<file path="src/rtl/compander_arbiter.sv">
// compander_arbiter: shares one compander pipeline among N_CAM camera lanes.
// Each lane has a small FIFO; a round-robin scheduler issues one patch per
// cycle (tagged with its lane index) while an in-flight credit counter bounds
// pipeline occupancy. halt drains the pipeline into HALTED; a credit underflow
// locks the block in ERROR until reset.
//
// Handshake: a lane word is accepted on a clock edge where in_valid[i] and
// in_ready[i] are both high; in_ready is registered and never depends on
// in_valid in the same cycle. in_valid while in_ready is low drops the word
// and sets the sticky overflow bit.
module compander_arbiter #(
    parameter int DELAY          = 1,
    parameter int N_CAM          = 3,
    parameter int PATCH_NUM_SIZE = 14,
    parameter int FP_SIZE        = 20,
    parameter int FIFO_DEPTH     = 16,
    parameter int MAX_INFLIGHT   = 32
) (
    input  logic                                          CLK,
    input  logic                                          RESET,
    input  logic [N_CAM-1:0]                              in_valid,
    input  logic [N_CAM*(PATCH_NUM_SIZE+FP_SIZE)-1:0]     in_data,
    output logic [N_CAM-1:0]                              in_ready,
    output logic                                          issue_valid,
    output logic [$clog2(N_CAM)-1:0]                      issue_cam,
    output logic [PATCH_NUM_SIZE+FP_SIZE-1:0]             issue_data,
    input  logic                                          ret_valid,
    input  logic                                          halt,
    output logic                                          halted,
    output logic                                          busy,
    output logic [$clog2(MAX_INFLIGHT):0]                 inflight,
    output logic [N_CAM-1:0]                              overflow,
    output logic                                          error
);

    localparam int W  = PATCH_NUM_SIZE + FP_SIZE;
    localparam int CW = $clog2(N_CAM);
    localparam int AW = $clog2(FIFO_DEPTH);
    localparam int IW = $clog2(MAX_INFLIGHT) + 1;

    // DELAY only shapes simulated register timing; it has no hardware meaning.
    if (DELAY < 0) begin : g_negative_delay
    end

    typedef enum logic [2:0] {
        S_INIT   = 3'd0,
        S_RUN    = 3'd1,
        S_DRAIN  = 3'd2,
        S_HALTED = 3'd3,
        S_ERROR  = 3'd4
    } state_t;

    state_t           r_state;
    state_t           w_state_next;

    logic [W-1:0]     r_mem [N_CAM][FIFO_DEPTH];
    logic [AW-1:0]    r_wp  [N_CAM];
    logic [AW-1:0]    r_rp  [N_CAM];
    logic [AW:0]      r_cnt [N_CAM];
    logic [AW:0]      w_cnt_next [N_CAM];

    logic [CW-1:0]    r_rr_ptr;
    logic [IW-1:0]    r_inflight;
    logic [IW-1:0]    w_inflight_next;
    logic             r_issue_valid;
    logic [CW-1:0]    r_issue_cam;
    logic [W-1:0]     r_issue_data;
    logic [N_CAM-1:0] r_in_ready;
    logic [N_CAM-1:0] r_overflow;
    logic             r_busy;

    logic [N_CAM-1:0] w_wr;
    logic [N_CAM-1:0] w_rd;
    logic             w_found;
    logic             w_gnt;
    logic [CW-1:0]    w_gnt_lane;
    logic [CW-1:0]    w_idx;
    logic             w_underflow;
    logic             w_any_next;

    assign w_wr = in_valid & r_in_ready;

    // Round-robin search starting after the last granted lane; grant only in RUN with a free credit.
    always_comb begin
        w_found    = 1'b0;
        w_gnt_lane = '0;
        w_idx      = '0;
        for (int k = 1; k <= N_CAM; k++) begin
            w_idx = CW'((int'(r_rr_ptr) + k) % N_CAM);
            if (!w_found && (r_cnt[w_idx] != '0)) begin
                w_found    = 1'b1;
                w_gnt_lane = w_idx;
            end
        end
        w_gnt = w_found && (r_state == S_RUN) && !halt && (r_inflight < IW'(MAX_INFLIGHT));
        w_rd  = '0;
        if (w_gnt) begin
            w_rd[w_gnt_lane] = 1'b1;
        end
    end

    // Credit bookkeeping; an unmatched return never decrements and trips ERROR instead.
    always_comb begin
        w_underflow     = ret_valid && (r_inflight == '0) && !w_gnt;
        w_inflight_next = r_inflight;
        if ((r_state != S_ERROR) && !w_underflow) begin
            if (w_gnt && !ret_valid) begin
                w_inflight_next = r_inflight + IW'(1);
            end else if (!w_gnt && ret_valid) begin
                w_inflight_next = r_inflight - IW'(1);
            end
        end
    end

    // Post-edge FIFO occupancy, used for in_ready and busy.
    always_comb begin
        w_any_next = 1'b0;
        for (int i = 0; i < N_CAM; i++) begin
            w_cnt_next[i] = r_cnt[i] + (AW+1)'(w_wr[i]) - (AW+1)'(w_rd[i]);
            if (w_cnt_next[i] != '0) begin
                w_any_next = 1'b1;
            end
        end
    end

    // Next-state logic; underflow overrides every other transition.
    always_comb begin
        w_state_next = r_state;
        case (r_state)
            S_INIT:   w_state_next = S_RUN;
            S_RUN:    if (halt) w_state_next = S_DRAIN;
            S_DRAIN: begin
                if (!halt) begin
                    w_state_next = S_RUN;
                end else if (w_inflight_next == '0) begin
                    w_state_next = S_HALTED;
                end
            end
            S_HALTED: if (!halt) w_state_next = S_RUN;
            S_ERROR:  w_state_next = S_ERROR;
            default:  w_state_next = S_INIT;
        endcase
        if (w_underflow) begin
            w_state_next = S_ERROR;
        end
    end

    // State register.
    always_ff @(posedge CLK or posedge RESET) begin
        if (RESET) begin
            r_state <= S_INIT;
        end else begin
            r_state <= w_state_next;
        end
    end

    // Lane FIFO storage; contents need no reset because pointers/counts gate them.
    always_ff @(posedge CLK) begin
        for (int i = 0; i < N_CAM; i++) begin
            if (w_wr[i]) begin
                r_mem[i][r_wp[i]] <= in_data[i*W +: W];
            end
        end
    end

    // Lane FIFO pointers and counts.
    always_ff @(posedge CLK or posedge RESET) begin
        if (RESET) begin
            for (int i = 0; i < N_CAM; i++) begin
                r_wp[i]  <= '0;
                r_rp[i]  <= '0;
                r_cnt[i] <= '0;
            end
        end else begin
            for (int i = 0; i < N_CAM; i++) begin
                if (w_wr[i]) r_wp[i] <= r_wp[i] + AW'(1);
                if (w_rd[i]) r_rp[i] <= r_rp[i] + AW'(1);
                r_cnt[i] <= w_cnt_next[i];
            end
        end
    end

    // Issue register, round-robin pointer, credits, and registered status outputs.
    always_ff @(posedge CLK or posedge RESET) begin
        if (RESET) begin
            r_issue_valid <= 1'b0;
            r_issue_cam   <= '0;
            r_issue_data  <= '0;
            r_rr_ptr      <= CW'(N_CAM - 1);
            r_inflight    <= '0;
            r_in_ready    <= '0;
            r_overflow    <= '0;
            r_busy        <= 1'b0;
        end else begin
            r_issue_valid <= w_gnt;
            if (w_gnt) begin
                r_issue_cam  <= w_gnt_lane;
                r_issue_data <= r_mem[w_gnt_lane][r_rp[w_gnt_lane]];
                r_rr_ptr     <= w_gnt_lane;
            end
            r_inflight <= w_inflight_next;
            r_overflow <= r_overflow | (in_valid & ~r_in_ready);
            for (int i = 0; i < N_CAM; i++) begin
                r_in_ready[i] <= (w_state_next != S_INIT) && (w_state_next != S_ERROR) &&
                                 (w_cnt_next[i] < (AW+1)'(FIFO_DEPTH));
            end
            r_busy <= (w_inflight_next != '0) || w_any_next;
        end
    end

    assign in_ready    = r_in_ready;
    assign issue_valid = r_issue_valid;
    assign issue_cam   = r_issue_cam;
    assign issue_data  = r_issue_data;
    assign halted      = (r_state == S_HALTED);
    assign error       = (r_state == S_ERROR);
    assign busy        = r_busy;
    assign inflight    = r_inflight;
    assign overflow    = r_overflow;

endmodule

</file>
<file path="config.mk">
export PLATFORM = sky130hd
export DESIGN_NAME = compander_arbiter
export DESIGN_NICKNAME = d
export VERILOG_FILES = /design/src/rtl/compander_arbiter.sv
export SDC_FILE = /design/constraint.sdc
export NUM_CORES = 2
export LEC_CHECK = 0
export ABC_AREA = 1
export ABC_CLOCK_PERIOD_IN_PS = 3800
export BUFFER_PORTS_ARGS = -buffer_cell sky130_fd_sc_hd__buf_2
export CAP_MARGIN = 20
export CORE_MARGIN = 2
export CORE_UTILIZATION = 44
export CTS_BUF_LIST = sky130_fd_sc_hd__clkbuf_4 sky130_fd_sc_hd__clkbuf_8
export CTS_CLUSTER_SIZE = 16
export DETAILED_ROUTE_END_ITERATION = 8
export PLACE_DENSITY = 0.61
export SKIP_CTS_REPAIR_TIMING = 1
export SLEW_MARGIN = 20
export SYNTH_ARGS = -nofsm -noshare
export SYNTH_HDL_FRONTEND = slang
export SYNTH_SLANG_ARGS = --single-unit
</file>
<file path="constraint.sdc">
create_clock -name CLK -period 3.8 [get_ports CLK]
set_input_delay 0.95 -clock CLK [delete_from_list [all_inputs] [get_ports CLK]]
set_output_delay 0.95 -clock CLK [all_outputs]
set_load 0.01 [all_outputs]
</file>
Word level (Yosys, flattened, before mapping). Memories as Yosys holds them, arrays and structs flattened. Index checks and enable logic that the tools add are counted.

Register bits: 94. Bits in latches: 0. Memory bits (writable): 1632. ROM bits: 0. Bits of input ports: 109. Output and inout port bits: 52. Logic and storage cells: 158. Memories: 1.

Memory list: r_mem (words 3, bits a word 544, rd ports 1, clocked after Yosys merged registers in 0, wr ports 3, line 56) `logic [W-1:0] r_mem [N_CAM][FIFO_DEPTH];`.

Add/sub/neg operators: 17. Multiply operators: 0. Div/mod/pow operators: 3. Magnitude comparators: 17. Equal/unequal tests: 6. Shifts and indexed selects: 0. Multiplexer cells: 48. Bitwise logic cells: 12. Reduce and logical (&&, ||, !) cells: 36.

Operator list (number): $mux 544 (3); $demux 34 s4 (3); $mux 34 (5); $bmux 34 s4 (1); $mod 32x3->32 const B (3); $bmux 5 s2 (3); $mux 5 (6); $reduce_bool 5->1 (6); $add 4x1->4 const B (6); $ge 5x5->1 const B (4); $not 4->5 (4); $logic_and 1x1->1 (18); $mux 3 (6); $mux 6 (3); $add 5x1->5 (3); $lt 5x1->1 const B (3); $lt 5x5->1 const B (3); $pmux 3 s5 (1); $sub 5x1->5 (3); $ge 3x3->1 const B (4); $logic_not 6->1 (2); $not 2->3 (4); $mux 1 (10); $bmux 4 s2 (1); 22 further kinds (34).

Depth between registers and ports, before layout.
Depth in word-level cells: 30. Gate-level depth with buffers: 26. Gate-level depth less buffers: 24.

Worst setup path before layout. No wires, ideal clock.

Path type: register -> register. Start point: register r_rr_ptr[1]. End point: register r_busy, in the netlist busy. Data arrival time: 3.836 ns. Data required time: 3.670 ns. Setup slack: -0.166 ns. Stages on the path, launching flop included: 25. Path buffers: 4. Clock period less this slack: 3.966 ns. Path through: dfstp_2 -> ha_1 -> buf_2 -> nor2_1 -> nand2_1 -> nor2_2 -> nor2_4 -> nand2_4 -> nand2_4 -> nor3_2 -> nor2_4 -> buf_2 -> buf_2 -> buf_2 -> nor2_2 -> ha_1 -> inv_1 -> ha_1 -> inv_1 -> fa_1 -> xnor2_1 -> nor3_1 -> nand4_1 -> nor4_1 -> nand3b_1.

RTL lines: from (decl) (line 62) `logic [CW-1:0] r_rr_ptr;`; from (signal assigned) (line 189) `r_rr_ptr <= CW'(N_CAM - 1);`; from (signal assigned) (line 199) `r_rr_ptr <= w_gnt_lane;`; to (signal assigned) (line 207) `r_busy <= (w_inflight_next != '0) || w_any_next;`; to (decl) (line 70) `logic r_busy;`.

==> metrics <==
Setup WS pre-CTS=0.0980 ns; Die Ht=404 um; Cell Chain, Critical Path=ha_4 -> nor2_2 -> nand2_1 -> nor2_2 -> nor2_4 -> nand2_4 -> nand2_4 -> nor3_2 -> buf_4 -> nor2_4 -> buf_4 -> nor2_4 -> ha_1 -> inv_1 -> ha_1 -> inv_1 -> fa_2 -> o21ai_0 -> xor2_1 -> nor4_2 -> nand3b_1; Final nets=6660; GRT Util Overall=29.1%; drt wl/cell=27.3 um; port bufs=160; Max-Cap Viols=0; Seq/Total Area, Yosys=73.0%; critical setup path kind=reg2reg; async set or reset register ratio after synthesis=5.39%; core area=159000 sq um; status=completed; Worst Path Required=4.60 ns; largest net degree at the start of global routing=116; Post-Synth Simple-Gate Area=19.5%; # DRC=0; initial antenna violation count=16; Crit. End Element=flip-flop; Site Rows=146; ys flop type=edfxtp_1; Final HPWL DP=129000 um; global-route wire length before repair=340000 um; fin. max-slew vios=0; Via Count=49600; Synth top cells by count=nand2_1, edfxtp_1, nand3_1; Least-Margin Pin Slew=1.05 ns; final setup violation count=0; Post-synth EDFFs=1632; # H-tree levels=5; initial core utilization=44.3%; Cells after Synth=6107; period utilization=96.4%; ANT nets after route=0; count leader, synth=nand2_1; crit-path max FO=5; Clock Sinks=1725; CP top delay family=simple AND/OR/NAND/NOR gates; post-synthesis compound-gate area fraction=3.07%; Final WS setup=0.136 ns; Worst Hold Class=in2async; drt first-iter violations=6633; worst hold slack=0.0988 ns; largest family of logic cells by synthesized area=simple AND/OR/NAND/NOR gates; Syn Nets=6255; Layout Skew=0.0922 ns; Most Frequent Cell on Critical Path=nor2_4; Final Hold Vio Count=0; Die Area=163000 sq um; Yosys top cell by area=edfxtp_1; CTS root buf=clkbuf_8; worst path bufs/invs=4; Ports=161; Reg clk slew, reported paths=0.06 ns; Clock Path Buffers=4; Layout area overhead=16.3%; final core utilization=51.6%; post-synthesis adder-cell area fraction=0.726%; post-synth top area share=69.7%; worst skew pair latency=1.01 ns; GRT overflow=0; critical path's slowest cell=dfstp_2; Warnings, synthesis=0; WL final=240000 um; multiplexer share of the synthesized area=0%; critical path's largest stage delay=0.57 ns; Synth Area in XOR/XNOR=0.361%; syn avg cell area=11.5 sq um; Final Critical Period=3.66 ns; Worst Setup Start Kind=flip-flop; max_slew headroom=30.0%; Num CTS Buffers=294; synthesized cell area=70300 sq um; Fillers=13600; library cells used by synthesis=39; Pre-antenna DRT Iters=7; Die X=404 um; vias in the first global route=47500; GP Congestion=0.839; CTS tree=done; register bit total from synthesis=1725; share of cells above drive strength 1=14.6%; DR vias/cell=5.64; Worst EP arrival=4.46 ns; Max Freq=273 MHz; synth top area cells=edfxtp_1, nand2_1, nand3_1, dfrtp_1, a21oi_1
==> layout by cell type (no fill, tap or decap), drive strengths merged, types with 42 or more instances in the layout <==
| cell type | count |
|---|---|
| edfxtp | 1632 |
| dfrtp | 92 |
| nand2 | 2468 |
| buf | 426 |
| clkinv | 89 |
| nor2 | 253 |
| a21oi | 393 |
| inv | 179 |
| clkbuf | 407 |
| nand4 | 42 |
| nand3 | 617 |
==> state kept, by name, indices dropped and copies added, names as in the netlist, 3 cells and up <==
register    count
in_ready        3
r_rp           12
r_cnt          15
issue_data     34
inflight        6
r_wp           12
r_state         3
overflow        3
r_mem        1632
==> layer usage <==
metal | routed length (um) | global-route usage, % | vias to the layer above
met3 | 26900 | 6.78 | 592
met2 | 110000 | 45.9 | 3054
li1 | - | - | 21700
met5 | 77 | 0 | -
met4 | 10200 | 11.8 | 12
met1 | 92900 | 39.0 | 24200
==> final timing paths <==
check	startpoint	endpoint	slack, ns	cells past startpoint
max in group asynchronous	RESET	r_rp[6]	2.63	3
min reg2reg	r_rp[11]	r_rp[11]	0.47	1
max reg2reg	r_rr_ptr[1]	busy	0.14	21
min in group CLK	in_valid[2]	overflow[2]	0.26	3
min	RESET	issue_valid	0.1	2
max	r_rr_ptr[1]	busy	0.14	21
==> logic make-up (layout without fill, tap and decap cells) <==
| group | count (synthesis) | after routing |
|---|---|---|
| adders and majority gates | 39 | 39 |
| xor gates and xnor gates | 29 | 29 |
| other | 0 | 7 |
| AOI/OAI and AO/OA | 423 | 423 |
| and+or+nand+nor | 3393 | 3393 |
| buffers and inverters | 498 | 1109 |
| DFF | 1725 | 1725 |
==> per-stage QoR <==
stage	setup TNS, ns	cell area, sq um	cells
3_5_place_dp	0	75900	8275
5_1_grt	-0.0623	81700	8795
3_3_place_gp	0	75900	8275
2_1_floorplan	-0.00129	70400	6107
6_report	0	81800	8797
4_1_cts	-0.00267	81400	8777
==> cell type report <==
class / count / area [sq um] / share of cell area, %
Clock buffer: 406 / 5070 / 6.20
Sequential cell: 1725 / 51300 / 62.8
Inverter: 180 / 682 / 0.834
Antenna cell: 7 / 17.5 / 0.0214
Timing Repair Buffer: 427 / 4290 / 5.25
Clock inverter: 96 / 494 / 0.605
Tap cell: 2072 / 2590 / 3.17
Multi-Input combinational cell: 3884 / 17300 / 21.1
Power is left out: the tool's default activity adds up to more than one toggle a clock period on the data nets, which glitch-free logic cannot reach.
